==> src/rtl/writeback_pkg.sv <==
// Shared definitions for the writeback stage.
// Holds the FSM state enum and default parameter constants.
package defs;

   typedef enum logic [1:0] {
      RUN    = 2'd0,
      FLUSH  = 2'd1,
      HALTED = 2'd2
   } wb_state_t;

   localparam logic [31:0] RESET_PC_DEFAULT = 32'h0000_0000;
   localparam int          NUM_REGS_DEFAULT = 32;

endpackage

==> src/rtl/writeback_if.sv <==
// Exec -> writeback result handshake.
// master drives the result payload, slave returns in_ready.
interface writeback_if;
   import defs::*;

   logic        in_valid;
   logic        in_ready;
   logic [4:0]  in_rd;
   logic        in_rd_we;
   logic [31:0] in_rd_value;
   logic [31:0] in_pc;
   logic        in_pc_redirect;
   logic [31:0] in_next_pc;
   logic        in_halt;

   modport master (
      output in_valid, in_rd, in_rd_we, in_rd_value,
      output in_pc, in_pc_redirect, in_next_pc, in_halt,
      input  in_ready
   );

   modport slave (
      input  in_valid, in_rd, in_rd_we, in_rd_value,
      input  in_pc, in_pc_redirect, in_next_pc, in_halt,
      output in_ready
   );

endinterface

==> src/rtl/writeback_regfile.sv <==
// General register file: one write port, whole file readable.
// Ports: clk, rst, we/waddr/wdata write port, regs flat read-out.
module regfile
   import defs::*;
#(
   parameter int NUM_REGS = NUM_REGS_DEFAULT
) (
   input  logic                         clk,
   input  logic                         rst,
   input  logic                         we,
   input  logic [4:0]                   waddr,
   input  logic [31:0]                  wdata,
   output logic [NUM_REGS-1:0][31:0]    regs
);

   // x0 has no storage; it is a constant zero on the output
   logic [NUM_REGS-1:1][31:0] mem;

   always_ff @(posedge clk) begin
      if (rst) begin
         mem <= '0;
      end else begin
         for (int i = 1; i < NUM_REGS; i++) begin
            if (we && waddr == i[4:0])
               mem[i] <= wdata;
         end
      end
   end

   assign regs = {mem, 32'h0};

endmodule

==> src/rtl/writeback.sv <==
// Writeback stage: retires exec results, owns PC, FSM and instret.
// Ports: clk, rst, io (result handshake), arch state outputs.
module writeback
   import defs::*;
#(
   parameter logic [31:0] RESET_PC = RESET_PC_DEFAULT,
   parameter int          NUM_REGS = NUM_REGS_DEFAULT
) (
   input  logic                      clk,
   input  logic                      rst,
   writeback_if.slave                io,
   output logic [NUM_REGS-1:0][31:0] curr_general_reg,
   output logic [31:0]               curr_pc,
   output logic                      flush,
   output logic                      halted,
   output logic [63:0]               instret
);

   wb_state_t   state;
   wb_state_t   state_nx;
   logic [63:0] instret_q;
   logic        accept;
   logic [31:0] seq_pc;
   logic [31:0] tgt_pc;
   logic [31:0] nxt_pc;

   assign io.in_ready = (state == RUN);
   assign accept      = io.in_valid & io.in_ready;
   assign seq_pc      = io.in_pc + 32'h4;
   // jump targets are forced to halfword alignment
   assign tgt_pc      = io.in_next_pc & ~32'h1;
   assign nxt_pc      = io.in_pc_redirect ? tgt_pc : seq_pc;

   regfile #(
      .NUM_REGS (NUM_REGS)
   ) u_rf (
      .clk   (clk),
      .rst   (rst),
      .we    (accept & io.in_rd_we),
      .waddr (io.in_rd),
      .wdata (io.in_rd_value),
      .regs  (curr_general_reg)
   );

   always_ff @(posedge clk) begin
      if (rst) begin
         state     <= RUN;
         curr_pc   <= RESET_PC;
         instret_q <= '0;
      end else begin
         state <= state_nx;
         if (accept) begin
            curr_pc   <= nxt_pc;
            instret_q <= instret_q + 64'd1;
         end
      end
   end

   always_comb begin
      state_nx = state;
      flush    = 1'b0;
      halted   = 1'b0;
      unique case (state)
         RUN: begin
            if (accept) begin
               if (io.in_halt)
                  state_nx = HALTED;
               // a redirect to the fall-through PC needs no flush
               else if (io.in_pc_redirect && tgt_pc != seq_pc)
                  state_nx = FLUSH;
            end
         end
         FLUSH: begin
            flush    = 1'b1;
            state_nx = RUN;
         end
         HALTED: begin
            halted = 1'b1;
         end
         default: state_nx = RUN;
      endcase
   end

   assign instret = instret_q;

endmodule

==> src/flat_wrapper.sv <==
// flat-port wrapper written by rule: the top's interface ports become plain ports
module writeback_flat import defs::*;
#(
   parameter logic [31:0] RESET_PC = RESET_PC_DEFAULT,
   parameter int          NUM_REGS = NUM_REGS_DEFAULT
)
  (clk, rst, curr_general_reg, curr_pc, flush, halted, instret, io_in_valid, io_in_rd, io_in_rd_we, io_in_rd_value, io_in_pc, io_in_pc_redirect, io_in_next_pc, io_in_halt, io_in_ready);
  writeback_if io_i ();
  input  logic clk;
  input  logic rst;
  output logic [NUM_REGS-1:0][31:0] curr_general_reg;
  output logic [31:0] curr_pc;
  output logic flush;
  output logic halted;
  output logic [63:0] instret;
  input wire logic [$bits(io_i.in_valid)-1:0] io_in_valid;
  input wire logic [$bits(io_i.in_rd)-1:0] io_in_rd;
  input wire logic [$bits(io_i.in_rd_we)-1:0] io_in_rd_we;
  input wire logic [$bits(io_i.in_rd_value)-1:0] io_in_rd_value;
  input wire logic [$bits(io_i.in_pc)-1:0] io_in_pc;
  input wire logic [$bits(io_i.in_pc_redirect)-1:0] io_in_pc_redirect;
  input wire logic [$bits(io_i.in_next_pc)-1:0] io_in_next_pc;
  input wire logic [$bits(io_i.in_halt)-1:0] io_in_halt;
  output wire logic [$bits(io_i.in_ready)-1:0] io_in_ready;
  assign io_i.in_valid = io_in_valid;
  assign io_i.in_rd = io_in_rd;
  assign io_i.in_rd_we = io_in_rd_we;
  assign io_i.in_rd_value = io_in_rd_value;
  assign io_i.in_pc = io_in_pc;
  assign io_i.in_pc_redirect = io_in_pc_redirect;
  assign io_i.in_next_pc = io_in_next_pc;
  assign io_i.in_halt = io_in_halt;
  assign io_in_ready = io_i.in_ready;
  writeback #(.RESET_PC(RESET_PC), .NUM_REGS(NUM_REGS)) u_core (.clk(clk), .rst(rst), .io(io_i), .curr_general_reg(curr_general_reg), .curr_pc(curr_pc), .flush(flush), .halted(halted), .instret(instret));
endmodule
==> config.mk <==
export PLATFORM = sky130hd
export DESIGN_NAME = writeback_flat
export DESIGN_NICKNAME = d
export VERILOG_FILES = /design/src/rtl/writeback_pkg.sv /design/src/rtl/writeback_if.sv /design/src/rtl/writeback_regfile.sv /design/src/rtl/writeback.sv /design/src/flat_wrapper.sv
export SDC_FILE = /design/constraint.sdc
export NUM_CORES = 2
export LEC_CHECK = 0
export CORE_AREA = 3 3 484 486
export DETAILED_ROUTE_END_ITERATION = 7
export DIE_AREA = 0 0 487 489
export PLACE_DENSITY = 0.48
export SYNTH_ARGS = -nofsm -noshare
export SYNTH_HDL_FRONTEND = slang
export SYNTH_SLANG_ARGS = --single-unit
==> constraint.sdc <==
create_clock -name clk -period 5.85 [get_ports clk]
set_input_delay 0.585 -clock clk [delete_from_list [all_inputs] [get_ports clk]]
set_output_delay 0.585 -clock clk [all_outputs]
set_load 0.05 [all_outputs]
==> out/metrics.csv <==
metric;value;unit
hold_depth;3;
grt_overflow;0;
clk_latency;770;ps
synthTopCellsByArea;dfxtp_1 (54%), nand2_1 (20%), a21oi_1 (13%);
io_buffers;1196;
total_power;17030;uW
avgSynthCellArea;7.681;um^2
drc;0;
area_delta_synth_final;47.92;%
wl_per_cell;24.82;um
final_common_cell;nand2_1;
r2r_cells;9;
tns;0;ps
h-tree-depth;4;
syn-cell-area;40160;um^2
die_w;487;um
synth_top_area_cell;dfxtp_1;
yosys-mux-area-fraction;0.0004985;
critPathKind;flip-flop to flip-flop;
startpoint_type;flip-flop;
clock.fmax;261.8;MHz
ios;1230;
required;6540;ps
multi_input_area;16760;um^2
fin_ws;2030;ps
finalHoldViolCount;0;
cp_max_fo;24;
fin_skew;41.52;ps
cap_violations;0;
ys_seq_area_frac;0.5434;
die_area;238100;um^2
synth_top_family_by_area;simple AND/OR/NAND/NOR gates;
firstDrtPassIters;5;
clockBufferDepth;3;
core_area;230100;um^2
place_ws;1339;ps
dp_hpwl;155300;um
antenna_found_initial;34;
final_nets;6317;
track_usage;0.1849;
synth_cells;5228;
leakage;0.01872;uW
drt.antenna.violating_nets;0;
grt_setup_unrepaired;false;
vias_per_cell;4.341;
synth-seq-cells;1090;
fp.dieH;489;um
powerDensity;286.7;nW/um^2
final-setup-viol-count;0;
layout_common_cells;nand2_1 (2107), clkdlybuf4s50_1 (1160), dfxtp_1 (1090);
fin_crit_sh;0.6530;
cts-root-buf;clkbuf_16;
synthArstFlopShare;0;
synth_ff_type;dfxtp_1;
slew_violations;0;
min_period;3820;ps
ctsResizeCount;0;
tritoncts;yes;
grt_pass1_wl;310400;um
synth_fa_ha_area_frac;0.0006232;
slew_headroom;0.1898;
path_clk_slew;60;ps
gp_congestion;0.8402;
numCtsBuffers;132;
drtIter0Drc;3534;
rows;176;
nFillCells;24670;
yosysTopAreaCellShare;0.5434;
worstSetupEndpointType;flip-flop;
ys_types;56;
clock_sinks;1090;
status;finished clean;
grt_pass1_vias;37830;
yosys_warnings;0;
vias;40550;
drive_gt1_frac;0.06310;
finalCoreUtilization;0.2581;
hp-class;input pin to flip-flop;
worstPathArrival;4510;ps
regArea;21820;um^2
worstMarginPinSlew;1215;ps
synth-simple-area-share;0.2399;
start_util;0.1745;
synth-edff-count;0;
synth_compound_area_frac;0.1406;
synth_xor_area_frac;0.02524;
cts-hold-fix-buffers;0;
postCtsSetupBuffers;0;
ir_drop;0.2730;mV
grt_max_degree;191;
routed_wl;231800;um
==> through the flow <==
stage | instances | hold WS, ps | area (um^2)
6_report | 9341 | 203.4 | 59400
5_1_grt | 9336 | 136.7 | 59390
4_1_cts | 9333 | 107.2 | 59380
3_5_place_dp | 9100 | 445.5 | 54980
3_3_place_gp | 9100 | 440.6 | 54980
2_1_floorplan | 5259 | 671.1 | 40270
==> final cells by class <==
| class | instances | share of cell area |
|---|---|---|
| Tap cell | 3026 | 0.06374 |
| Timing Repair Buffer | 1287 | 0.2112 |
| Inverter | 17 | 0.001074 |
| Antenna cell | 8 | 0.0003370 |
| Clock buffer | 196 | 0.06561 |
| Sequential cell | 1090 | 0.3674 |
| Clock inverter | 37 | 0.008468 |
| Multi-Input combinational cell | 3680 | 0.2822 |
==> sequential cells by signal (all words and copies together) (netlist names) <==
register and count:
u_core.curr_pc 32, u_core.state 2, u_core.u_rf.regs 992, u_core.instret 64
==> cell families after synthesis <==
family / after synthesis
compound gates: 1111
flops: 1090
buf+inv: 489
xor+xnor: 111
other cells: 1
fa+ha+maj: 2
mux: 2
simple gates: 2422
==> Yosys cell counts, types with 2 or more instances <==
cell type and number:
nand2_1 2123, dfxtp_1 1090, a21oi_1 1039, clkbuf_1 406, nor2_1 104, xor2_1 59
xnor2_1 49, nand3_1 43, o21ai_0 42, buf_4 33, nand4_1 33, buf_2 26
nor3_1 21, or3_1 18, inv_1 17, and3_1 14, and4_1 12, nand2b_1 9
nor4_1 8, nor2b_1 7, a211oi_1 6, buf_1 6, o211ai_1 6, nand3b_1 4
nor4_2 4, a31oi_1 3, and2_1 3, nor3_2 3, o31ai_1 3, xnor3_1 3
a2111oi_0 2, ha_1 2, mux2i_1 2, nand4b_1 2, nor3b_1 2, or2_2 2
or3b_2 2, or4_1 2
==> report_power, final <==
part	switching (uW)	internal (uW)
registers	27.5	7470
logic	892	228
clock network	3530	4880
total	4450	12600
==> metal layers <==
metal	part of all wire	global-route usage
met2	0.44	0.2906
met4	0.035	0.06411
met1	0.42	0.2329
met5	0.00061	0
met3	0.10	0.06658
==> path summary, 6_finish.rpt <==
path | slack (ps) | to | start
min reg2reg | 450 | u_core.u_rf.regs[638] | u_core.u_rf.regs[638]
max reg2reg | 2030 | u_core.u_rf.regs[408] | u_core.state[1]
min | 200 | u_core.u_rf.regs[616] | io_in_rd_value[8]
max | 2030 | u_core.u_rf.regs[408] | u_core.state[1]
==> worst max-delay path, cell delays in order, from the launching register on <==
cell and delay (ps):
dfxtp_1 380, nor2_1 230, nand2_1 490, buf_4 330, nor2_1 280, nand2_1 500, nor2_4 880, buf_4 350
nand2_1 80, a21oi_1 180
Note: power is estimated with default switching activity, not from simulation.
